## src/rtl/seg7_pkg.sv

```systemverilog
`default_nettype none
// ============================================================================
//  Module   : seg7_pkg
//  Purpose  : Shared glyph constants, digit count and prescaler width helper
//             for the seven-segment scan driver.
//  Revision : 1.0  initial release
// ============================================================================
package seg7_pkg;

    localparam int NDIGITS = 4;

    // Active-high glyphs, bit order g..a (bit0 = a).
    localparam logic [6:0] SEG_0    = 7'h3F;
    localparam logic [6:0] SEG_1    = 7'h06;
    localparam logic [6:0] SEG_2    = 7'h5B;
    localparam logic [6:0] SEG_3    = 7'h4F;
    localparam logic [6:0] SEG_4    = 7'h66;
    localparam logic [6:0] SEG_5    = 7'h6D;
    localparam logic [6:0] SEG_6    = 7'h7D;
    localparam logic [6:0] SEG_7    = 7'h07;
    localparam logic [6:0] SEG_8    = 7'h7F;
    localparam logic [6:0] SEG_9    = 7'h6F;
    localparam logic [6:0] SEG_DASH = 7'h40;
    localparam logic [6:0] SEG_OFF  = 7'h00;

    // Width of a counter that must hold 0..div-1; never narrower than one bit.
    function automatic int cnt_width(input int div);
        return (div > 1) ? $clog2(div) : 1;
    endfunction

endpackage
`default_nettype wire

```

## src/rtl/seg7_scan_if.sv

```systemverilog
`default_nettype none
// ============================================================================
//  Module   : seg7_scan_if
//  Purpose  : Bundles the BCD/decimal-point inputs and the display pin
//             outputs of the scan driver.
//  Revision : 1.0  initial release
// ============================================================================
interface seg7_scan_if;

    logic [15:0] i_bcd;
    logic [3:0]  i_dp;
    logic [6:0]  o_seg;
    logic        o_dp;
    logic [3:0]  o_an;

    // Upstream side: supplies the count, observes the pins.
    modport master (
        output i_bcd,
        output i_dp,
        input  o_seg,
        input  o_dp,
        input  o_an
    );

    // Display driver side.
    modport slave (
        input  i_bcd,
        input  i_dp,
        output o_seg,
        output o_dp,
        output o_an
    );

endinterface
`default_nettype wire

```

## src/rtl/seg7_decode.sv

```systemverilog
`default_nettype none
// ============================================================================
//  Module   : seg7_decode
//  Purpose  : Combinational BCD nibble to active-high seven-segment glyph.
//             Non-BCD nibbles (A-F) render as a dash.
//  Revision : 1.0  initial release
// ============================================================================
module seg7_decode
    import seg7_pkg::*;
(
    input  wire logic [3:0] i_nibble,
    output logic      [6:0] o_glyph
);

    // Glyph lookup; anything outside 0-9 is flagged with a dash.
    always_comb begin
        o_glyph = SEG_DASH;
        case (i_nibble)
            4'd0:    o_glyph = SEG_0;
            4'd1:    o_glyph = SEG_1;
            4'd2:    o_glyph = SEG_2;
            4'd3:    o_glyph = SEG_3;
            4'd4:    o_glyph = SEG_4;
            4'd5:    o_glyph = SEG_5;
            4'd6:    o_glyph = SEG_6;
            4'd7:    o_glyph = SEG_7;
            4'd8:    o_glyph = SEG_8;
            4'd9:    o_glyph = SEG_9;
            default: o_glyph = SEG_DASH;
        endcase
    end

endmodule
`default_nettype wire

```

## src/rtl/seg7_scan.sv

```systemverilog
`default_nettype none
// ============================================================================
//  Module   : seg7_scan
//  Purpose  : Time-multiplexed 4-digit seven-segment driver. Snapshots the
//             BCD value once per frame, scans digits with a prescaler and
//             blanks all anodes for BLANK_CYC cycles at each slot start.
//             Optional macro SEG7_LZB_EN enables leading-zero blanking.
//  Revision : 1.0  initial release
// ============================================================================
module seg7_scan
    import seg7_pkg::*;
#(
    parameter int F0         = 50_000_000,
    parameter int F_SCAN     = 1000,
    parameter int BLANK_CYC  = 2,
    parameter int ACTIVE_LOW = 1
) (
    input  wire logic   clk,
    input  wire logic   rst,
    seg7_scan_if.slave  bus
);

    localparam int         DIV   = F0 / F_SCAN;
    localparam int         CW    = cnt_width(DIV);
    localparam logic       c_INV = (ACTIVE_LOW != 0);

    // Pin-level "off" patterns for the selected polarity.
    localparam logic [3:0] c_AN_OFF  = {4{c_INV}};
    localparam logic [6:0] c_SEG_PIN_OFF = SEG_OFF ^ {7{c_INV}};
    localparam logic       c_DP_OFF  = c_INV;

    logic [CW-1:0] r_cnt;
    logic [1:0]    r_idx;
    logic [15:0]   r_snap_bcd;
    logic [3:0]    r_snap_dp;
    logic [3:0]    r_an;
    logic [6:0]    r_seg;
    logic          r_dp;

    logic          w_tick;
    logic          w_slot_blank;
    logic [3:0]    w_nibble;
    logic [6:0]    w_glyph;
    logic [6:0]    w_seg_hi;
    logic [3:0]    w_an_on;

    assign w_tick       = (r_cnt == CW'(DIV - 1));
    assign w_slot_blank = (r_cnt < CW'(BLANK_CYC));
    assign w_nibble     = r_snap_bcd[{r_idx, 2'b00} +: 4];
    assign w_an_on      = (4'b0001 << r_idx) ^ {4{c_INV}};

    seg7_decode u_decode (
        .i_nibble (w_nibble),
        .o_glyph  (w_glyph)
    );

`ifdef SEG7_LZB_EN
    // Digit k>0 is dark when it and every more significant digit are zero.
    logic [3:0] w_lz_blank;
    for (genvar k = 0; k < NDIGITS; k++) begin : g_lzb
        if (k == 0) begin : g_units
            assign w_lz_blank[k] = 1'b0;
        end else begin : g_upper
            assign w_lz_blank[k] = (r_snap_bcd[4*NDIGITS-1:4*k] == '0);
        end
    end
    assign w_seg_hi = w_lz_blank[r_idx] ? SEG_OFF : w_glyph;
`else
    assign w_seg_hi = w_glyph;
`endif

    // Prescaler and digit index; the index advances on the last slot cycle.
    always_ff @(posedge clk) begin
        if (rst) begin
            r_cnt <= '0;
            r_idx <= 2'd0;
        end else begin
            r_cnt <= w_tick ? '0 : r_cnt + 1'b1;
            if (w_tick) begin
                r_idx <= r_idx + 2'd1;
            end
        end
    end

    // Capture a new value only at the frame boundary so a frame never tears.
    always_ff @(posedge clk) begin
        if (rst) begin
            r_snap_bcd <= '0;
            r_snap_dp  <= '0;
        end else if (w_tick && (r_idx == 2'd3)) begin
            r_snap_bcd <= bus.i_bcd;
            r_snap_dp  <= bus.i_dp;
        end
    end

    // Registered pin drive: dark during the guard interval, else one digit lit.
    always_ff @(posedge clk) begin
        if (rst || w_slot_blank) begin
            r_an  <= c_AN_OFF;
            r_seg <= c_SEG_PIN_OFF;
            r_dp  <= c_DP_OFF;
        end else begin
            r_an  <= w_an_on;
            r_seg <= w_seg_hi ^ {7{c_INV}};
            r_dp  <= r_snap_dp[r_idx] ^ c_INV;
        end
    end

    assign bus.o_an  = r_an;
    assign bus.o_seg = r_seg;
    assign bus.o_dp  = r_dp;

endmodule
`default_nettype wire

```

## src/flat_wrapper.sv

```systemverilog
// flat-port wrapper written by rule: the top's interface ports become plain ports
module seg7_scan_flat import seg7_pkg::*;
#(
    parameter int F0         = 50_000_000,
    parameter int F_SCAN     = 1000,
    parameter int BLANK_CYC  = 2,
    parameter int ACTIVE_LOW = 1
)
  (clk, rst, bus_i_bcd, bus_i_dp, bus_o_seg, bus_o_dp, bus_o_an);
  seg7_scan_if bus_i ();
  input  wire logic clk;
  input  wire logic rst;
  input wire logic [$bits(bus_i.i_bcd)-1:0] bus_i_bcd;
  input wire logic [$bits(bus_i.i_dp)-1:0] bus_i_dp;
  output wire logic [$bits(bus_i.o_seg)-1:0] bus_o_seg;
  output wire logic [$bits(bus_i.o_dp)-1:0] bus_o_dp;
  output wire logic [$bits(bus_i.o_an)-1:0] bus_o_an;
  assign bus_i.i_bcd = bus_i_bcd;
  assign bus_i.i_dp = bus_i_dp;
  assign bus_o_seg = bus_i.o_seg;
  assign bus_o_dp = bus_i.o_dp;
  assign bus_o_an = bus_i.o_an;
  seg7_scan #(.F0(F0), .F_SCAN(F_SCAN), .BLANK_CYC(BLANK_CYC), .ACTIVE_LOW(ACTIVE_LOW)) u_core (.clk(clk), .rst(rst), .bus(bus_i));
endmodule
```

## config.mk

```make
export PLATFORM = sky130hd
export DESIGN_NAME = seg7_scan_flat
export DESIGN_NICKNAME = d
export VERILOG_FILES = /design/src/rtl/seg7_pkg.sv /design/src/rtl/seg7_scan_if.sv /design/src/rtl/seg7_decode.sv /design/src/rtl/seg7_scan.sv /design/src/flat_wrapper.sv
export SDC_FILE = /design/constraint.sdc
export NUM_CORES = 1
export LEC_CHECK = 0
export CORE_MARGIN = 5
export CORE_UTILIZATION = 57
export DETAILED_ROUTE_END_ITERATION = 8
export GPL_TIMING_DRIVEN = 0
export PLACE_DENSITY = 0.95
export SYNTH_ARGS = -nofsm -noshare
export SYNTH_HDL_FRONTEND = slang
export SYNTH_SLANG_ARGS = --single-unit
```

## constraint.sdc

```tcl
create_clock -name clk -period 4.6 [get_ports clk]
set_clock_uncertainty 0.2 [all_clocks]
set_input_delay 0.46 -clock clk [delete_from_list [all_inputs] [get_ports clk]]
set_output_delay 0.46 -clock clk [all_outputs]
set_load 0.05 [all_outputs]
```

==> run metrics <==
status=complete, no violations; GRT Total Usage=20.28%; TNS Setup=0 ps; gr ovfl total=0; worst slack at placement=2396 ps; number of global-route vias before repair=1928; #FFs+latches synth=50; clock-pin slew on the worst setup and hold paths=100 ps; Post-Syn Nets=278; max cap viols=0; worst hold stages=2; sequential cell area fraction in the yosys report=44.94%; post-CTS sizing=0; Cells after Synth=246; routed via count=1914; CP max FO=7; Setup-failing EPs final=0; Peak Freq=452.0 MHz; Worst Setup Slack, final=2387 ps; global-route wire length before repair=8411 um; Worst slew margin=66.50%; r2r worst-path depth=6; Unique masters post-synth=32; Yosys top cell area share=44.94%; Worst setup EP type=register; htree depth=2; EDFF count, synth=0; WP data required=4590 ps; final net count=318; Area contributors post-synth=dfxtp_1, nand3_1, a21oi_1; Seq pwr share=54.1%; die footprint=5258 sq um; Hold WS=288.5 ps; routed wire length=5013 um; Clock Latency Late Sink=310 ps; Initial Utilization=59.93%; critical path arrival=2200 ps; buffers added on ports=33; Fillers=275; Pre-Repair DR Iteration Count=4; clock buffer depth=2; Final min period=2213 ps; final core utilization=73.37%; sequential cell area=1001 sq um; Hold WC Path Type=register to register; YS warnings=0; area taken by multi-input logic gates=1094 sq um; number of setup buffers added after CTS=0; CTS tree=done; WS Path Type=register to register; P_int=631.1 uW; most common library cells after synthesis=dfxtp_1, nand3_1, a21oi_1; root buffer cell=clkbuf_8; RSZ-0062 raised after global routing=false; number of buffers created by CTS=5; initial antenna violation count=0; max-slew violation count=0; DRC viols=0; Chip Width=72.51 um; Clock Sinks=50; ys flop type=dfxtp_1; synthesis-to-finish area growth=22.42%; # diodes=0; actual slew at the worst max-slew pin=500.9 ps; Max IR drop VDD=0.2259 mV; vias per cell=5.713; height of the die=72.51 um; cell taking the most area after synthesis=dfxtp_1; post-route antenna net violation count=0; async set-reset flop share out of synthesis=0%; share of cells above drive strength 1=8.014%; Std-Cell Rows=22; most instantiated library cell after synthesis=dfxtp_1; DR WL/cell=14.96 um; PD cells=301.1 nW/um^2; Final Hold Viols=0; area of the mapped netlist=2227 sq um; crit start category=register; largest net degree at the start of global routing=16; Core ar.=3716 sq um; Initial DRC Count=139; GPL Wtd Cong=0.8455; placed wire-length estimate=3673 um; I/O Pins=34; Avg Cell Area, Syn=9.053 sq um; hold-fix buffer count after cts=0; Pleak=0.0009366 uW; fin crit share=48.10%; Sw Share=23.11%; NetSw=189.7 uW; Clock power frac=37.6%; Comb pwr share=8.3%
-- critical path: stages (launching register included) --
cell     delay, ps
dfxtp_1        380
buf_6          160
mux4_1         650
ha_1           240
or2_4          250
a21oi_1        120
o21ai_1         80
-- area by class of cell --
cell class              count  share of cell area, %
multi-input cells         168                  40.11
flip-flops and latches     50                  36.71
repair buffers             33                  12.12
plain buffers              17                  3.350
clock buffers               5                  2.524
well taps                  48                  2.203
inverters                  11                  1.514
clock inverters             3                  1.469
-- kinds of logic (layout without fill, tap and decap cells) --
group	after synthesis	in the layout	share of synthesized area (%)
buffers and inverters	28	69	5.955
multiplexers	6	6	5.842
AND/OR/NAND/NOR	83	83	19.10
XOR/XNOR	15	15	5.899
flip-flops	50	50	44.94
adder cells (fa/ha/maj)	10	10	5.618
AO/OA/AOI/OAI	54	54	12.64
-- sequential cells by signal, indices dropped and copies added (netlist names) --
register,flops
u_core.bus.o_an,4
u_core.r_snap_bcd,16
u_core.r_snap_dp,4
u_core.bus.o_dp,1
u_core.r_idx,2
u_core.bus.o_seg,7
u_core.r_cnt,16
-- path summary, 6_finish.rpt --
kind,startpoint,to,slack [ps]
max reg2reg,u_core.r_idx[0],u_core.bus.o_seg[0],2390
min,u_core.r_snap_dp[0],u_core.r_snap_dp[0],290
max,u_core.r_idx[0],u_core.bus.o_seg[0],2390
min reg2reg,u_core.r_snap_dp[0],u_core.r_snap_dp[0],290
-- stage by stage --
stage / cells / power (uW) / cell area (sq um)
after global routing: 335 / 840.4 / 2726
final: 335 / 820.8 / 2726
after CTS: 335 / 817.2 / 2726
after global placement: 327 / 520.9 / 2618
after floorplan: 246 / 488.1 / 2227
after detailed placement: 327 / 522.5 / 2618
-- per-layer routing --
layer / track usage, % / routed length [um]
met1: 23.64 / 2077
met3: 3.324 / 281
met2: 34.78 / 2479
met4: 12.09 / 175
met5: 0 / 0
-- placed cells by master, fill, tap and decap left out, drive strengths merged, types with 10 or more instances in the layout --
cell type,instances
a21oi,26
clkbuf,17
clkdlybuf4s50,33
dfxtp,50
ha,10
inv,11
nand2,12
nand3,26
nor2,20
o21ai,26
xnor2,12
-- power by group through the flow --
| stage | combinational, uW | sequential (uW) | clock, uW |
|---|---|---|---|
| finish | 68.3 | 444 | 309 |
| floorplan | 14.4 | 474 | 0 |
| global route | 71.9 | 445 | 323 |
| global placement | 67.2 | 454 | 0 |
| detailed placement | 68.1 | 454 | 0 |
| CTS | 68.3 | 444 | 305 |
Power figures use the tool's default switching activity.
